**src/rtl/ps2_keyboard_rx.sv**
```systemverilog
// PS/2 keyboard receiver: synchronizes and deglitches the keyboard clock,
// deserializes 11-bit frames (start, 8 data LSB first, odd parity, stop)
// and folds F0/E0 prefix bytes into a 16-bit scan code.
module ps2_keyboard_rx #(
   parameter int FILTER_LEN     = 8,
   parameter int TIMEOUT_CYCLES = 50000
) (
   input  logic        clk,
   input  logic        reset,
   input  logic        ps2_clk,
   input  logic        ps2_data,
   output logic        newchar,
   output logic [15:0] char,
   output logic        frame_err,
   output logic        busy
);

   localparam int FCW = $clog2(FILTER_LEN + 1);
   localparam int TCW = $clog2(TIMEOUT_CYCLES + 1);

   typedef enum logic [1:0] {IDLE, DATA, PARITY, STOP} state_t;

   logic           clk_s1_q, clk_s2_q, data_s1_q, data_s2_q;
   logic           filt_level_q, filt_level_d;
   logic [FCW-1:0] filt_cnt_q, filt_cnt_d;
   logic           fall_q, fall_d;

   state_t         state_q;
   logic [2:0]     bit_cnt_q;
   logic [7:0]     shift_q;
   logic           parity_q;
   logic [7:0]     prefix_q;
   logic [TCW-1:0] to_cnt_q;
   logic           newchar_q, frame_err_q;
   logic [15:0]    char_q;

   // Two-flop synchronizers on both raw keyboard lines.
   always_ff @(posedge clk) begin
      // NOTE: PS/2 lines idle high, so the synchronizers reset to 1 to avoid
      // manufacturing a falling edge right after reset.
      if (reset) begin
         clk_s1_q  <= 1'b1;
         clk_s2_q  <= 1'b1;
         data_s1_q <= 1'b1;
         data_s2_q <= 1'b1;
      end else begin
         clk_s1_q  <= ps2_clk;
         clk_s2_q  <= clk_s1_q;
         data_s1_q <= ps2_data;
         data_s2_q <= data_s1_q;
      end
   end

   // Deglitch filter: accept a new clock level after FILTER_LEN differing samples.
   always_comb begin
      // NOTE: every output gets a default first so no latch is inferred.
      filt_level_d = filt_level_q;
      filt_cnt_d   = '0;
      fall_d       = 1'b0;
      if (clk_s2_q != filt_level_q) begin
         if (filt_cnt_q == FCW'(FILTER_LEN - 1)) begin
            filt_level_d = clk_s2_q;
            fall_d       = ~clk_s2_q;
         end else begin
            filt_cnt_d = filt_cnt_q + 1'b1;
         end
      end
   end

   // Filter state and the one-cycle falling-edge flag.
   always_ff @(posedge clk) begin
      if (reset) begin
         filt_level_q <= 1'b1;
         filt_cnt_q   <= '0;
         fall_q       <= 1'b0;
      end else begin
         filt_level_q <= filt_level_d;
         filt_cnt_q   <= filt_cnt_d;
         fall_q       <= fall_d;
      end
   end

   // Frame FSM with timeout, prefix tracking and registered output pulses.
   always_ff @(posedge clk) begin
      // NOTE: non-blocking assignments throughout so every register sees the
      // values from before this edge, regardless of statement order.
      if (reset) begin
         state_q     <= IDLE;
         bit_cnt_q   <= '0;
         shift_q     <= '0;
         parity_q    <= 1'b0;
         prefix_q    <= 8'h00;
         to_cnt_q    <= '0;
         newchar_q   <= 1'b0;
         frame_err_q <= 1'b0;
         char_q      <= 16'h0000;
      end else begin
         newchar_q   <= 1'b0;
         frame_err_q <= 1'b0;
         if (state_q == IDLE) begin
            to_cnt_q <= '0;
            if (fall_q && !data_s2_q) begin
               state_q   <= DATA;
               bit_cnt_q <= '0;
            end
         end else if (fall_q) begin
            to_cnt_q <= '0;
            case (state_q)
               DATA: begin
                  shift_q   <= {data_s2_q, shift_q[7:1]};
                  bit_cnt_q <= bit_cnt_q + 3'd1;
                  if (bit_cnt_q == 3'd7) state_q <= PARITY;
               end
               PARITY: begin
                  parity_q <= data_s2_q;
                  state_q  <= STOP;
               end
               default: begin
                  state_q <= IDLE;
                  if (data_s2_q && (^{shift_q, parity_q})) begin
                     if (shift_q == 8'hF0) begin
                        prefix_q <= 8'hF0;
                     end else if (shift_q == 8'hE0) begin
                        // A pending break prefix is not displaced by E0.
                        prefix_q <= (prefix_q == 8'hF0) ? 8'hF0 : 8'hE0;
                     end else begin
                        char_q    <= {prefix_q, shift_q};
                        newchar_q <= 1'b1;
                        prefix_q  <= 8'h00;
                     end
                  end else begin
                     frame_err_q <= 1'b1;
                     prefix_q    <= 8'h00;
                  end
               end
            endcase
         end else if (to_cnt_q == TCW'(TIMEOUT_CYCLES - 1)) begin
            // Abandon the partial frame silently; the pending prefix survives.
            state_q  <= IDLE;
            to_cnt_q <= '0;
         end else begin
            to_cnt_q <= to_cnt_q + 1'b1;
         end
      end
   end

   assign newchar   = newchar_q;
   assign frame_err = frame_err_q;
   assign char      = char_q;
   assign busy      = (state_q != IDLE);

endmodule

```
**config.mk**
```make
export PLATFORM = sky130hd
export DESIGN_NAME = ps2_keyboard_rx
export DESIGN_NICKNAME = d
export VERILOG_FILES = /design/src/rtl/ps2_keyboard_rx.sv
export SDC_FILE = /design/constraint.sdc
export NUM_CORES = 1
export LEC_CHECK = 0
export BUFFER_PORTS_ARGS = -buffer_cell sky130_fd_sc_hd__buf_2
export CAP_MARGIN = 10
export CORE_MARGIN = 1.5
export CORE_UTILIZATION = 40
export DETAILED_ROUTE_END_ITERATION = 8
export PLACE_DENSITY = 0.56
export SLEW_MARGIN = 10
export SYNTH_ARGS = -nofsm -noshare
export SYNTH_HDL_FRONTEND = slang
export SYNTH_SLANG_ARGS = --single-unit
```
**constraint.sdc**
```tcl
create_clock -name clk -period 5.4 [get_ports clk]
set_clock_uncertainty 0.05 [all_clocks]
set_input_delay 1.08 -clock clk [delete_from_list [all_inputs] [get_ports clk]]
set_output_delay 1.08 -clock clk [all_outputs]
set_load 0.02 [all_outputs]
```
Yosys cells after proc, flatten, opt, wreduce, memory -nomap -nowiden
Cells that the tools add are included.
Widths: inputs -> output; s select.
- flip-flop bits (word level): 66
- bitwise operators: 9
- reduce and logical (&&, ||, !) cells: 22
- add/subtract/negate cells: 3
- multiplexer cells: 16
- eq/ne operators: 11
- operators by type and width (operator ; count):
    $eq 8x8->1 const B ; 3
    $mux 8 ; 3
    $add 16x1->16 const B ; 1
    $eq 16x16->1 const B ; 1
    $reduce_and 3->1 ; 5
    $mux 3 ; 4
    $mux 2 ; 5
    $not 1->1 ; 9
    $reduce_xor 9->1 ; 1
    $reduce_or 7->1 ; 1
    $reduce_and 6->1 ; 1
    $reduce_bool 2->1 ; 3
    $reduce_or 3->1 ; 2
    $mux 5 ; 1
    $reduce_or 5->1 ; 1
    $add 4x1->4 const B ; 1
    $eq 4x3->1 const B ; 1
    $ne 4x4->1 const B ; 1
    $pmux 2 s2 ; 1
    $reduce_or 4->1 ; 1
    $add 3x1->3 const B ; 1
    $eq 3x3->1 const B ; 1
    $reduce_bool 3->1 ; 1
    $eq 2x1->1 const B ; 1
    other kinds (9) ; 11

Longest topological paths before layout
- depth after elaboration: 5
- depth in mapped cells: 8

Worst setup path after synthesis
No wires, ideal clock.
- path kind: input port to flip-flop
- start point: in reset
- end point: reg to_cnt_q[10]
- setup slack: 3.267 ns
- stages: 5
- arrival time: 1.956 ns
- required time: 5.222 ns
- cells stage by stage: clkbuf_1 or2_2 clkbuf_1 clkbuf_1 nor2_1
- word-level cells in the longest chain between the ends: 1
- ends and longest elaborated chain (element ; RTL line ; RTL):
    start: declaration ; 9 ; input logic reset,
    $reduce_or 4->1 (no line) ; n/a ;
    end signal: assignment ; 142 ; to_cnt_q <= to_cnt_q + 1'b1;
    end: declaration ; 33 ; logic [TCW-1:0] to_cnt_q;
No other way between the ends.
A chain may end at the register's enable or synchronous reset.

Worst setup path after layout
- start point: reg state_q[0]
- end point: out busy
- word-level cells in the longest chain between the ends: 1
- ends and longest elaborated chain (element ; RTL line ; RTL):
    start: declaration ; 28 ; state_t state_q;
    start signal: assignment ; 88 ; state_q <= IDLE;
    start signal: assignment ; 103 ; state_q <= DATA;
    start signal: assignment ; 112 ; if (bit_cnt_q == 3'd7) state_q <= PARITY;
    $reduce_bool 2->1 ; 150 ; assign busy = (state_q != IDLE);
    end: declaration ; 15 ; output logic busy
No other way between the ends.

==> flow_metrics.env <==
export IMPL_diodes=0
export IMPL_synthCells=286
export IMPL_slowest_delay_ns=0.39
export IMPL_avgSynthCellArea_sq_um=8.81
export IMPL_worstMarginPinSlew_ns=0.664
export IMPL_synthFlopType="dfxtp_1"
export IMPL_cpMaxStageDelayCell="dfxtp_1"
export IMPL_fin_setup_tns_ns=0
export IMPL_slew_viol_final=0
export IMPL_cts_max_level=2
export IMPL_yosysTopAreaCell="dfxtp_1"
export IMPL_max_freq_mhz=407
export IMPL_drt_iter0_drc=101
export IMPL_final_core_util_pct=45.5
export IMPL_fin_crit_ns=2.46
export IMPL_rows=28
export IMPL_final_hold_violation_count=0
export IMPL_numCtsBuffers=5
export IMPL_path_clk_slew_ns=0.09
export IMPL_netlist_top_cells_count="dfxtp_1 (54), nand2_1 (37), nor2_1 (31)"
export IMPL_p_per_area_nw_per_um2=256
export IMPL_synth_top_area_share_pct=42.9
export IMPL_fin_ws_ns=2.94
export IMPL_drtPass1Iterations=5
export IMPL_cp_max_fo=7
export IMPL_syn_to_final_growth_pct=8.24
export IMPL_ys_ff_latch=54
export IMPL_critPathRequiredTime_ns=4.27
export IMPL_die_x_um=82.4
export IMPL_crit_family="flip-flops"
export IMPL_critPathCaptureType="output pin"
export IMPL_cts_sinks=54
export IMPL_hold_path_class="reg2reg"
export IMPL_start_util_pct=42.1
export IMPL_drcViolationCount=0
export IMPL_drv_cap=0
export IMPL_fin_crit_sh_pct=45.5
export IMPL_root_buffer="clkbuf_8"
export IMPL_p_leak_nw=1.02
export IMPL_multiInputGateArea_sq_um=1330
export IMPL_holdBufCountCts=0
export IMPL_rsz0062_at_grt="no"
export IMPL_worstSetupPathType="reg2out"
export IMPL_clk_latency_ns=0.30
export IMPL_via_count=1831
export IMPL_ys_types=45
export IMPL_peakVddDrop_v=0.000160
export IMPL_fillCellCount=573
export IMPL_path_cells="inv_1, ha_1, inv_1, buf_2"
export IMPL_synth_most_common_cell="dfxtp_1"
export IMPL_synthArstFlopShare_pct=0
export IMPL_die_h_um=82.4
export IMPL_dp_hpwl_mm=3.03
export IMPL_synth_warnings=0
export IMPL_io_buffers=18
export IMPL_syn_area_sq_um=2520
export IMPL_grtUsageTotal_pct=14.5
export IMPL_die_area_sq_um=6780
export IMPL_status="finished, final reports clean"
export IMPL_core_area_sq_um=5990
export IMPL_vias_per_cell=4.94
export IMPL_ant_nets=0
export IMPL_relSlewSlack_pct=55.8
export IMPL_io_pins=23
export IMPL_arrival_ns=1.33
export IMPL_layout_nets=307
export IMPL_clk_path_buf_depth=2
export IMPL_antenna_found_initial=0
export IMPL_postCtsSetupRepairBufs=0
export IMPL_cp_common_cell="inv_1"
export IMPL_drive_above_1_share_pct=13.2
export IMPL_wirelength_mm=4.41
export IMPL_totalPowerFinal_mw=0.698
export IMPL_cts_resized=0
export IMPL_cts_tree="built"
export IMPL_seq_area_sq_um=1080
export IMPL_grt_max_degree=46
export IMPL_critPathBufInv=3
export IMPL_place_ws_ns=3.01
export IMPL_grt_first_pass_wirelength_mm=7.58
export IMPL_gp_congestion=0.755
export IMPL_critPathLaunchType="flip-flop"
export IMPL_wire_per_inst_um=11.9
export IMPL_gr_total_overflow=0
export IMPL_grt_pass1_vias=1636
export IMPL_final_setup_viol_count=0
export IMPL_synth_edf_count=0
export IMPL_synth_seq_area_share_pct=42.9
export IMPL_synth_area_leaders="dfxtp_1 (43%), nand2_1 (5.5%), nor2_1 (4.6%), ha_1 (4.0%), xnor2_1 (3.8%)"
## flip-flops by register name (all words and copies together), names as in the netlist
register	cells
clk_s1_q	1
prefix_q	2
data_s2_q	1
char	10
frame_err	1
parity_q	1
shift_q	8
data_s1_q	1
clk_s2_q	1
bit_cnt_q	3
newchar	1
state_q	2
filt_level_q	1
filt_cnt_q	4
to_cnt_q	16
fall_q	1
## worst paths after layout
kind	from	cells past startpoint	slack, ns	endpoint
worst max-delay path	state_q[0]	4	2.94	busy
worst min-delay path	clk_s1_q	1	0.37	clk_s2_q
worst max register to register	shift_q[4]	6	3.00	char[12]
worst min register to register	clk_s1_q	1	0.37	clk_s2_q
## where the power goes
group / switching [mW] / internal (mW)
sequential: 0.00269 / 0.401
combinational: 0.0188 / 0.00972
clock: 0.129 / 0.137
## per-stage QoR
step / hold WS (ns) / cell area (sq um) / cells
after floorplan: 0.339 / 2530 / 289
after detailed placement: 0.349 / 2620 / 363
after CTS: 0.375 / 2730 / 371
after global routing: 0.384 / 2730 / 371
after global placement: 0.341 / 2620 / 363
final: 0.374 / 2730 / 371
## kinds of logic (layout without fill, tap and decap cells)
kind of cell | count (synthesis) | count (layout) | share of synthesized area, %
AND/OR/NAND/NOR | 131 | 131 | 26.1
flip-flops | 54 | 54 | 42.9
AO/OA/AOI/OAI | 35 | 35 | 9.29
buffers and inverters | 26 | 33 | 4.87
XOR/XNOR | 22 | 22 | 9.14
multiplexers | 9 | 9 | 3.58
adder cells (fa/ha/maj) | 8 | 8 | 3.97
other | 1 | 4 | 0.149
## routing by layer
| layer | global-route usage [%] | wire, um | vias up |
|---|---|---|---|
| li1 | - | - | 962 |
| met1 | 18.9 | 2270 | 842 |
| met2 | 23.4 | 1950 | 23 |
| met3 | 3.08 | 137 | 4 |
| met4 | 5.08 | 50 | 0 |
| met5 | 0 | 0 | - |
## final cells by class
| class | count | area share, % |
|---|---|---|
| Clock inverter | 3 | 1.47 |
| Tap cell | 75 | 3.44 |
| Timing Repair Buffer | 18 | 3.30 |
| Inverter | 7 | 0.963 |
| Clock buffer | 5 | 2.52 |
| Multi-Input combinational cell | 209 | 48.7 |
| Sequential cell | 54 | 39.6 |
## layout by cell type (no fill, tap or decap), drive strengths merged, types with 3 or more instances in the layout
cell type / instances
nand2b: 15
o21ai: 4
a22oi: 3
xor2: 9
and3: 4
and2: 3
nor2: 31
nand4: 3
nand2: 37
nand3: 10
buf: 18
mux2i: 9
clkbuf: 5
a21oi: 16
o31ai: 3
inv: 7
nor3: 7
ha: 8
conb: 4
or2: 5
xnor2: 11
a21o: 3
dfxtp: 54
Power figures use the tool's default switching activity.
